==> config.mk <==
export PLATFORM = sky130hd
export DESIGN_NAME = hd_encode_accumulator_flat
export DESIGN_NICKNAME = d
export VERILOG_FILES = /design/src/rtl/hd_accel_pkg.sv /design/src/rtl/hd_encode_accumulator_if.sv /design/src/rtl/hd_signed_adder_tree.sv /design/src/rtl/hd_encode_accumulator.sv /design/src/flat_wrapper.sv
export SDC_FILE = /design/constraint.sdc
export NUM_CORES = 1
export LEC_CHECK = 0
export ABC_AREA = 1
export BUFFER_PORTS_ARGS = -buffer_cell sky130_fd_sc_hd__buf_4
export CAP_MARGIN = 15
export CORE_UTILIZATION = 39
export CTS_BUF_LIST = sky130_fd_sc_hd__clkbuf_4 sky130_fd_sc_hd__clkbuf_8
export DETAILED_ROUTE_END_ITERATION = 10
export PLACE_DENSITY_LB_ADDON = 0.05
export SLEW_MARGIN = 20
export SYNTH_ARGS = -nofsm -noshare
export SYNTH_HDL_FRONTEND = slang
export SYNTH_HIERARCHICAL = 1
export SYNTH_SLANG_ARGS = --single-unit
==> constraint.sdc <==
create_clock -name clk -period 20.4 [get_ports clk]
set_input_delay 3.06 -clock clk [delete_from_list [all_inputs] [get_ports clk]]
set_output_delay 3.06 -clock clk [all_outputs]
set_load 0.02 [all_outputs]
==> src/rtl/hd_accel_pkg.sv <==
// Shared types and helpers for the hyperdimensional encoder accumulator lanes.
// Holds the lane FSM encoding, adder-tree depth and the clamping add.
package hd_accel_pkg;

  typedef enum logic [1:0] {
    IDLE  = 2'd0,
    ACCUM = 2'd1,
    DRAIN = 2'd2,
    OUT   = 2'd3
  } state_t;

  function automatic int tree_stages(input int n);
    return $clog2(n);
  endfunction

  // Clamps acc + term into the signed range of a dim_w-bit word (dim_w <= 63).
  function automatic logic signed [63:0] sat_add(
    input logic signed [63:0] acc,
    input logic signed [63:0] term,
    input int                 dim_w
  );
    logic signed [64:0] sum;
    logic signed [64:0] hi;
    logic signed [64:0] lo;
    sum = 65'(acc) + 65'(term);
    hi  = (65'sd1 <<< (dim_w - 1)) - 65'sd1;
    lo  = -(65'sd1 <<< (dim_w - 1));
    if (sum > hi) begin
      sum = hi;
    end else if (sum < lo) begin
      sum = lo;
    end
    return 64'(sum);
  endfunction

endpackage

==> src/rtl/hd_encode_accumulator_if.sv <==
// Beat input and result output handshake bundle of one accumulator lane.
// master drives beats and out_ready; slave is the accumulator.
interface hd_encode_accumulator_if #(
  parameter int INPUT_NUM   = 32,
  parameter int INPUT_WIDTH = 8,
  parameter int DIM_WIDTH   = 16
);
  logic                                  in_valid;
  logic                                  in_ready;
  logic [INPUT_NUM-1:0][INPUT_WIDTH-1:0] features;
  logic [INPUT_NUM-1:0]                  projections;
  logic signed [DIM_WIDTH-1:0]           bias;
  logic                                  out_valid;
  logic                                  out_ready;
  logic signed [DIM_WIDTH-1:0]           out_sum;
  logic                                  out_bit;

  modport master (
    output in_valid, features, projections, bias, out_ready,
    input  in_ready, out_valid, out_sum, out_bit
  );

  modport slave (
    input  in_valid, features, projections, bias, out_ready,
    output in_ready, out_valid, out_sum, out_bit
  );
endinterface

==> src/rtl/hd_signed_adder_tree.sv <==
// Sign-selects each feature and sums them in S registered pairwise levels.
// Latency S cycles from in_vld to out_vld; no stall, a result emerges every cycle.
module hd_signed_adder_tree import hd_accel_pkg::*; #(
  parameter int  INPUT_NUM   = 32,
  parameter int  INPUT_WIDTH = 8,
  localparam int S           = tree_stages(INPUT_NUM),
  localparam int TREE_W      = INPUT_WIDTH + 1 + S
) (
  input  logic                                  clk,
  input  logic                                  reset,
  input  logic                                  in_vld,
  input  logic [INPUT_NUM-1:0][INPUT_WIDTH-1:0] features,
  input  logic [INPUT_NUM-1:0]                  projections,
  output logic                                  out_vld,
  output logic signed [TREE_W-1:0]              out_sum
);

  logic signed [INPUT_WIDTH:0] terms [INPUT_NUM];

  always_comb begin
    for (int i = 0; i < INPUT_NUM; i++) begin
      terms[i] = projections[i] ? $signed({1'b0, features[i]})
                                : -$signed({1'b0, features[i]});
    end
  end

  // Each level grows by one bit, so no level can overflow.
  for (genvar l = 1; l <= S; l++) begin : g_lvl
    localparam int N = INPUT_NUM >> l;
    localparam int W = INPUT_WIDTH + 1 + l;
    logic vld;

    for (genvar j = 0; j < N; j++) begin : g_node
      logic signed [W-1:0] a;
      logic signed [W-1:0] b;
      logic signed [W-1:0] sum;

      if (l == 1) begin : g_leaf
        assign a = W'(terms[2*j]);
        assign b = W'(terms[2*j+1]);
      end else begin : g_inner
        assign a = W'(g_lvl[l-1].g_node[2*j].sum);
        assign b = W'(g_lvl[l-1].g_node[2*j+1].sum);
      end

      always_ff @(posedge clk or posedge reset) begin
        if (reset) begin
          sum <= '0;
        end else begin
          sum <= a + b;
        end
      end
    end

    if (l == 1) begin : g_vld_first
      always_ff @(posedge clk or posedge reset) begin
        if (reset) vld <= 1'b0;
        else       vld <= in_vld;
      end
    end else begin : g_vld_next
      always_ff @(posedge clk or posedge reset) begin
        if (reset) vld <= 1'b0;
        else       vld <= g_lvl[l-1].vld;
      end
    end
  end

  assign out_sum = g_lvl[S].g_node[0].sum;
  assign out_vld = g_lvl[S].vld;

endmodule

==> src/rtl/hd_encode_accumulator.sv <==
// One hypervector dimension lane: CHUNKS beats through the adder tree onto a bias.
// Result valid S+1 cycles after the last beat; input stalls until the result is taken.
module hd_encode_accumulator import hd_accel_pkg::*; #(
  parameter int INPUT_NUM   = 32,
  parameter int INPUT_WIDTH = 8,
  parameter int DIM_WIDTH   = 16,
  parameter int CHUNKS      = 4,
  parameter int SATURATE    = 1
) (
  input logic                    clk,
  input logic                    reset,
  hd_encode_accumulator_if.slave bus
);

  localparam int S      = tree_stages(INPUT_NUM);
  localparam int TREE_W = INPUT_WIDTH + 1 + S;
  localparam int CNT_W  = (CHUNKS > 1) ? $clog2(CHUNKS) : 1;
  localparam int DRN_W  = $clog2(S + 2);

  state_t                      state;
  state_t                      state_nxt;
  logic [CNT_W-1:0]            beat_cnt;
  logic [DRN_W-1:0]            drain_cnt;
  logic signed [DIM_WIDTH-1:0] acc;
  logic signed [DIM_WIDTH-1:0] acc_nxt;
  logic                        accept;
  logic                        last_beat;
  logic                        tree_vld;
  logic signed [TREE_W-1:0]    tree_sum;

  assign accept    = bus.in_valid && bus.in_ready;
  assign last_beat = accept && (((state == IDLE) && (CHUNKS == 1)) ||
                                ((state == ACCUM) && (beat_cnt == CNT_W'(CHUNKS - 1))));

  hd_signed_adder_tree #(
    .INPUT_NUM   (INPUT_NUM),
    .INPUT_WIDTH (INPUT_WIDTH)
  ) u_tree (
    .clk         (clk),
    .reset       (reset),
    .in_vld      (accept),
    .features    (bus.features),
    .projections (bus.projections),
    .out_vld     (tree_vld),
    .out_sum     (tree_sum)
  );

  always_ff @(posedge clk or posedge reset) begin
    if (reset) begin
      state <= IDLE;
    end else begin
      state <= state_nxt;
    end
  end

  always_comb begin
    state_nxt = state;
    case (state)
      IDLE:    if (accept) state_nxt = last_beat ? DRAIN : ACCUM;
      ACCUM:   if (last_beat) state_nxt = DRAIN;
      DRAIN:   if (drain_cnt == DRN_W'(1)) state_nxt = OUT;
      OUT:     if (bus.out_ready) state_nxt = IDLE;
      default: state_nxt = IDLE;
    endcase
  end

  always_comb begin
    bus.in_ready  = 1'b0;
    bus.out_valid = 1'b0;
    case (state)
      IDLE, ACCUM: bus.in_ready  = 1'b1;
      OUT:         bus.out_valid = 1'b1;
      default:     ;
    endcase
  end

  always_comb begin
    if (SATURATE != 0) begin
      acc_nxt = DIM_WIDTH'(sat_add(64'(acc), 64'(tree_sum), DIM_WIDTH));
    end else begin
      acc_nxt = acc + DIM_WIDTH'(tree_sum);
    end
  end

  // The tree is empty whenever IDLE accepts, so bias load never races a tree result.
  always_ff @(posedge clk or posedge reset) begin
    if (reset) begin
      acc       <= '0;
      beat_cnt  <= '0;
      drain_cnt <= '0;
    end else begin
      if ((state == IDLE) && accept) begin
        acc      <= bus.bias;
        beat_cnt <= CNT_W'(1);
      end else begin
        if (tree_vld) acc <= acc_nxt;
        if ((state == ACCUM) && accept) beat_cnt <= beat_cnt + CNT_W'(1);
      end
      if (last_beat) begin
        beat_cnt  <= '0;
        drain_cnt <= DRN_W'(S + 1);
      end else if (state == DRAIN) begin
        drain_cnt <= drain_cnt - DRN_W'(1);
      end
    end
  end

  assign bus.out_sum = acc;
  assign bus.out_bit = ~acc[DIM_WIDTH-1];

endmodule

==> src/flat_wrapper.sv <==
// flat-port wrapper written by rule: the top's interface ports become plain ports
module hd_encode_accumulator_flat import hd_accel_pkg::*;
#(
  parameter int INPUT_NUM   = 32,
  parameter int INPUT_WIDTH = 8,
  parameter int DIM_WIDTH   = 16,
  parameter int CHUNKS      = 4,
  parameter int SATURATE    = 1
)
  (clk, reset, bus_in_valid, bus_features, bus_projections, bus_bias, bus_out_ready, bus_in_ready, bus_out_valid, bus_out_sum, bus_out_bit);
  hd_encode_accumulator_if #(.INPUT_NUM(INPUT_NUM), .INPUT_WIDTH(INPUT_WIDTH), .DIM_WIDTH(DIM_WIDTH)) bus_i ();
  input logic clk;
  input logic reset;
  input wire logic [$bits(bus_i.in_valid)-1:0] bus_in_valid;
  input wire logic [$bits(bus_i.features)-1:0] bus_features;
  input wire logic [$bits(bus_i.projections)-1:0] bus_projections;
  input wire logic [$bits(bus_i.bias)-1:0] bus_bias;
  input wire logic [$bits(bus_i.out_ready)-1:0] bus_out_ready;
  output wire logic [$bits(bus_i.in_ready)-1:0] bus_in_ready;
  output wire logic [$bits(bus_i.out_valid)-1:0] bus_out_valid;
  output wire logic [$bits(bus_i.out_sum)-1:0] bus_out_sum;
  output wire logic [$bits(bus_i.out_bit)-1:0] bus_out_bit;
  assign bus_i.in_valid = bus_in_valid;
  assign bus_i.features = bus_features;
  assign bus_i.projections = bus_projections;
  assign bus_i.bias = bus_bias;
  assign bus_i.out_ready = bus_out_ready;
  assign bus_in_ready = bus_i.in_ready;
  assign bus_out_valid = bus_i.out_valid;
  assign bus_out_sum = bus_i.out_sum;
  assign bus_out_bit = bus_i.out_bit;
  hd_encode_accumulator #(.INPUT_NUM(INPUT_NUM), .INPUT_WIDTH(INPUT_WIDTH), .DIM_WIDTH(DIM_WIDTH), .CHUNKS(CHUNKS), .SATURATE(SATURATE)) u_core (.clk(clk), .reset(reset), .bus(bus_i));
endmodule
Yosys cells after proc, flatten, opt, wreduce, memory -nomap -nowiden

Index checks and enable logic that the tools add are counted.

Flip-flop bits (word level): 364
Bits of input ports: 308
Output and inout bits: 19
Logic and storage cells: 178

Add/subtract/negate cells: 66
Order comparisons: 2
Equal/unequal tests: 9
Muxes and demuxes: 49
Bitwise logic cells: 1
Reduce and logical (&&, ||, !) cells: 11

Operator list:

| cell                                                  | count |
|---|---|
| 2-to-1 mux 9 bit                                      | 32 |
| negator 8 -> 9 bit                                    | 32 |
| adder 9 x 9 -> 10 bit                                 | 16 |
| adder 10 x 10 -> 11 bit                               | 8 |
| 2-to-1 mux 16 bit                                     | 4 |
| adder 11 x 11 -> 12 bit                               | 4 |
| adder 12 x 12 -> 13 bit                               | 2 |
| adder 16 x 14 -> 17 bit                               | 1 |
| > comparator 17 x 16 -> 1 bit (second input constant) | 1 |
| < comparator 17 x 16 -> 1 bit (second input constant) | 1 |
| 2-to-1 mux 2 bit                                      | 8 |
| adder 13 x 13 -> 14 bit                               | 1 |
| case mux 2 bit (4 select lines)                       | 1 |
| equality test 2 bit (second input constant)           | 3 |
| 2-to-1 mux 3 bit                                      | 2 |
| != test 2 x 1 -> 1 bit (second input constant)        | 3 |
| logical AND 1 bit                                     | 5 |
| AND reduction 4 bit                                   | 1 |
| nonzero test 2 bit                                    | 2 |
| equality test 3 x 1 -> 1 bit (second input constant)  | 1 |
| nonzero test 3 bit                                    | 1 |
| subtractor 3 x 1 -> 3 bit (second input constant)     | 1 |
| adder 2 x 1 -> 2 bit (second input constant)          | 1 |
| equality test 2 x 1 -> 1 bit (second input constant)  | 1 |
| other kinds (5)                                       | 6 |

Longest topological paths before layout

Word-level depth: 8
Mapped depth: 19
Gate-level depth less buffers: 18

Cells and area by module

The synthesis kept the hierarchy.

By module, submodules not included:

| module                | instances | cells each | area an instance (um2) |
|---|---|---|---|
| hd_signed_adder_tree  | 1         | 4,070      | 29,301.9 |
| hd_encode_accumulator | 1         | 360        | 2,387.3 |

Worst setup path after synthesis

OpenSTA, ideal clock, no wires.

Path type: input-to-reg
Start: in bus_features[176]
End: reg u_core.u_tree.g_lvl[1].g_node[11].sum[6]
Library setup time: 79 ps
Arrival: 4,564 ps
Slack: 15,756 ps
Stages on the path: 10
Cell sequence: inv_1 ha_1 inv_1 o21ai_0 inv_1 fa_1 o21ai_2 nand2_1 nand2_1 xor2_1

Longest elaborated chain between the ends: 3

Ends and longest elaborated chain:

| item                    | line                       | text |
|---|---|---|
| from (decl)             | flat_wrapper.sv:15         | `input wire logic [$bits(bus_i.features)-1:0] bus_features;` |
| negator 8 -> 9 bit      | hd_signed_adder_tree.sv:23 | `: -$signed({1'b0, features[i]});` |
| 2-to-1 mux 9 bit *      | hd_signed_adder_tree.sv:22 | `terms[i] = projections[i] ? $signed({1'b0, features[i]})` |
| adder 9 x 9 -> 10 bit * | hd_signed_adder_tree.sv:50 | `sum <= a + b;` |
| to (signal assigned)    | hd_signed_adder_tree.sv:50 |  |
| to (decl)               | hd_signed_adder_tree.sv:36 | `logic signed [W-1:0] sum;` |

Mark *: on every way between the ends. The rest lies on a longest branch, timed or not.
A chain may end at the register's enable or synchronous reset.

Worst setup path in the final report

Start: reg u_core.state[0]
End: out bus_in_ready

Longest elaborated chain between the ends: 3

Ends and longest elaborated chain:

| item                                                                   | line                        | text |
|---|---|---|
| from (decl)                                                            | hd_encode_accumulator.sv:20 | `state_t state;` |
| from (signal assigned)                                                 | hd_encode_accumulator.sv:52 | `state <= state_nxt;` |
| equality test 2 x 1 -> 1 bit / zero test 2 bit (equally long branches) | --                          |  |
| OR reduction 2 bit *                                                   | hd_encode_accumulator.sv:70 | `case (state)` |
| 2-to-1 mux 1 bit *                                                     | hd_encode_accumulator.sv:70 |  |
| to (decl)                                                              | flat_wrapper.sv:19          | `output wire logic [$bits(bus_i.in_ready)-1:0] bus_in_ready;` |

Marks and branches as above.

==> flow_summary.ini <==
[clock_tree]
insertion_delay_ns = 0.63
cts_setup_buffers = 0
cts-buffers-inserted = 69
clkTransAtPathRegs_ns = 0.06
cts_resized = 0
root_buffer = clkbuf_8
cts_buffer_depth = 3
ctsHoldBuffers = 0
cts_htree_levels = 3
cts.sinks = 364
cts_tree = yes

[place]
dp_slack_ns = 15.24
place_area_um2 = 35400
port_buffers = 326
hpwl_mm = 61.9
gp_congestion = 0.851

[critical_path]
worstPathArrival_ns = 1.72
r2r_cells = 10
path_cells = inv_1, ha_1, inv_1, nand2_1, buf_4
cp_common_cell = inv_1
crit_slowest_cell = dfrtp_1
crit_buf_inv = 3
critPathCaptureType = output port
rr_startpoint = u_core/state[0]
worstPathRequired_ns = 17.34
crit_path_max_incr_delay_ns = 0.39
cp.depth = 5
worstPathMaxFanout = 5
worstSetupPathType = flip-flop to output port
r2r_end = u_core/bus.out_sum[6]
endpoint = bus_in_ready
r2r_setup_slack_ns = 17.68
cp-start-kind = flip-flop
critPathLaunch = u_core/state[0]
critPathTopFamily = flip-flops

[power]
power.leakage_nw = 20.4
switchingPower_w = 0.00251
p_comb_frac = 0.619
powerDensity_nw_per_um2 = 143
p_int_w = 0.00279
p_sw_frac = 0.473
p_total_w = 0.00530
clkPwrFrac = 0.147
peakVddDrop_mv = 0.0624
power.share.sequential = 0.235

[timing]
tns_ns = 0
tightest_slew_ns = 0.942
timing.hold.ws_ns = 0.346
slew_headroom = 0.372
min_period_over_period = 0.234
rsz0062_at_grt = no
final.setup.worst_slack_ns = 15.62
post-route-min-period_ns = 4.78
hold_viol = 0
setup_viol_count_final = 0
max_clock_freq_mhz = 209
clock_skew_ns = 0.0277
final-max-slew-violation-count = 0

[min_path]
hold_class = flip-flop to flip-flop
hold_start = u_core/u_tree/g_lvl[3].vld

[detailed_routing]
via_count = 27627
drtPass1Iterations = 9
via_per_inst = 4.65
wl_per_cell_um = 12.5
drc_errors = 1
drt_iter0_drc = 1129
ant_nets = 0
routed_wl_mm = 74.2

[logic_synthesis]
seq_area_frac_synth = 0.287
synthCells = 4430
ys_types = 42
avgSynthCellArea_um2 = 7.15
synth_edf_count = 0
async_flop_share = 1.00
synth_nets = 5130
ys_top_cells_by_area = dfrtp_1 (29%), nand2_1 (15%), ha_1 (14%)
ys.flop_type = dfrtp_1
yosysTopAreaCellShare = 0.287
yosys_register_bits = 364
synth_largest_area_cell = dfrtp_1
netlist_area_um2 = 31700
yosys_warnings = 6

[die]
die_area_um2 = 82400
io_pins = 327
num_rows = 104
chipHeight_um = 287
coreArea_um2 = 80400
start_util = 0.394
die_w_um = 287

[cells_and_area]
drive_gt1_frac = 0.115
finalNetCount = 5525
synthToLayoutAreaGrowth_pct = 16.7
design_area_um2 = 37000

[grt]
grt_pass1_vias = 26965
overflow = 0
antenna_found_initial = 1
grt_max_degree = 136
grtUsageTotal = 0.182
grt_pass1_wl_mm = 125

[outcome]
violations = design-rule violations
status = finished, violations left

[run]
maxCapViolations = 0
## metrics by stage
step / cells / util
finish: 5940 / 0.460
global route: 5940 / 0.460
CTS: 5939 / 0.460
detailed placement: 5814 / 0.441
global placement: 5814 / 0.441
floorplan: 4430 / -
## kinds of logic (layout without fill, tap and decap cells)
group                    count (synthesis)  count (layout)  share of synthesized area
AO/OA/AOI/OAI                          453             453                     0.0810
flip-flops                             364             364                      0.287
XOR/XNOR                               363             363                      0.100
buffers and inverters                  740            1189                     0.0886
adder cells (fa/ha/maj)                392             392                      0.162
AND/OR/NAND/NOR                       2118            2118                      0.280
other                                    0               1                          0
## worst min-delay path by stage
stage / endpoint / slack, ns / cells past startpoint
after floorplan: u_core/u_tree/g_lvl[2].vld / 0.33 / 0
final: u_core/u_tree/g_lvl[4].vld / 0.35 / 0
after global placement: u_core/u_tree/g_lvl[3].vld / 0.34 / 0
after detailed placement: u_core/u_tree/g_lvl[4].vld / 0.33 / 0
after CTS: u_core/u_tree/g_lvl[4].vld / 0.35 / 0
after global routing: u_core/u_tree/g_lvl[2].vld / 0.36 / 0
## state kept, by name, summed over array words and instances (netlist names)
name                            cells
u_core/state                        2
u_core/u_tree/out_vld               1
u_core/beat_cnt                     2
u_core/bus.out_sum                 16
u_core/u_tree/g_lvl.vld             4
u_core/u_tree/out_sum              14
u_core/drain_cnt                    3
u_core/u_tree/g_lvl.g_node.sum    322
## cell usage after synthesis, types with 4 or more instances
library cell / number
xor2_1: 239
nor2_1: 412
nand2_1: 1240
a21o_1: 12
dfrtp_1: 364
o21ai_0: 156
nand3_1: 255
nand4_1: 92
o22ai_1: 10
fa_1: 32
nor3_1: 15
nand3b_1: 29
a21oi_1: 189
inv_1: 724
inv_2: 11
o21bai_1: 33
o21ai_2: 32
nor2_4: 4
ha_1: 360
o211ai_1: 4
a22oi_1: 6
nand2_2: 29
a31oi_1: 5
nor2_2: 15
xnor2_1: 124
nor4_1: 13
## power by group through the flow
stage | combinational, W | clock, W | sequential, W
2_1_floorplan | 0.00255 | 0 | 0.00119
3_3_place_gp | 0.00330 | 0 | 0.00127
3_5_place_dp | 0.00329 | 0 | 0.00126
4_1_cts | 0.00332 | 0.000809 | 0.00125
5_1_grt | 0.00378 | 0.000840 | 0.00128
6_report | 0.00328 | 0.000777 | 0.00124
## metal layers
| layer | wire (um) | track usage |
|---|---|---|
| met5 | 0 | 0 |
| met1 | 36800 | 0.249 |
| met3 | 2130 | 0.0213 |
| met4 | 1330 | 0.0440 |
| met2 | 33900 | 0.305 |
## final cells by class
| type | count | area (um2) |
|---|---|---|
| fillers | 8394 | 43400 |
| multi-input cells | 3326 | 19800 |
| flip-flops and latches | 364 | 9110 |
| inverters | 735 | 2770 |
| repair buffers | 329 | 2470 |
| clock buffers | 104 | 1340 |
| well taps | 1060 | 1330 |
| clock inverters | 21 | 196 |
| diodes | 1 | 2.50 |
## placed cells by master (no fill, tap or decap), types with 3 or more instances in the layout
cell        instances
a22oi_1             6
o21bai_1           33
o21ai_0           156
nand4_1            92
o22ai_1            10
inv_2              11
nand3_1           255
buf_4             329
clkbuf_8           90
a21oi_1           189
a31oi_1             5
clkinvlp_4          5
fa_1               32
dfrtp_1           364
o21ai_2            32
xor2_1            239
nor3_1             15
bufinv_16           3
nor2_4              4
nor2_2             15
nand3b_1           29
a21o_1             12
clkinv_2           12
xnor2_1           124
nand2_4             3
o211ai_1            4
a21oi_2             3
nor2_1            412
ha_1              360
inv_1             723
nand2_2            29
nor4_1             13
clkbuf_4           14
nand2_1          1240
Note: power is estimated with default switching activity, not from simulation.
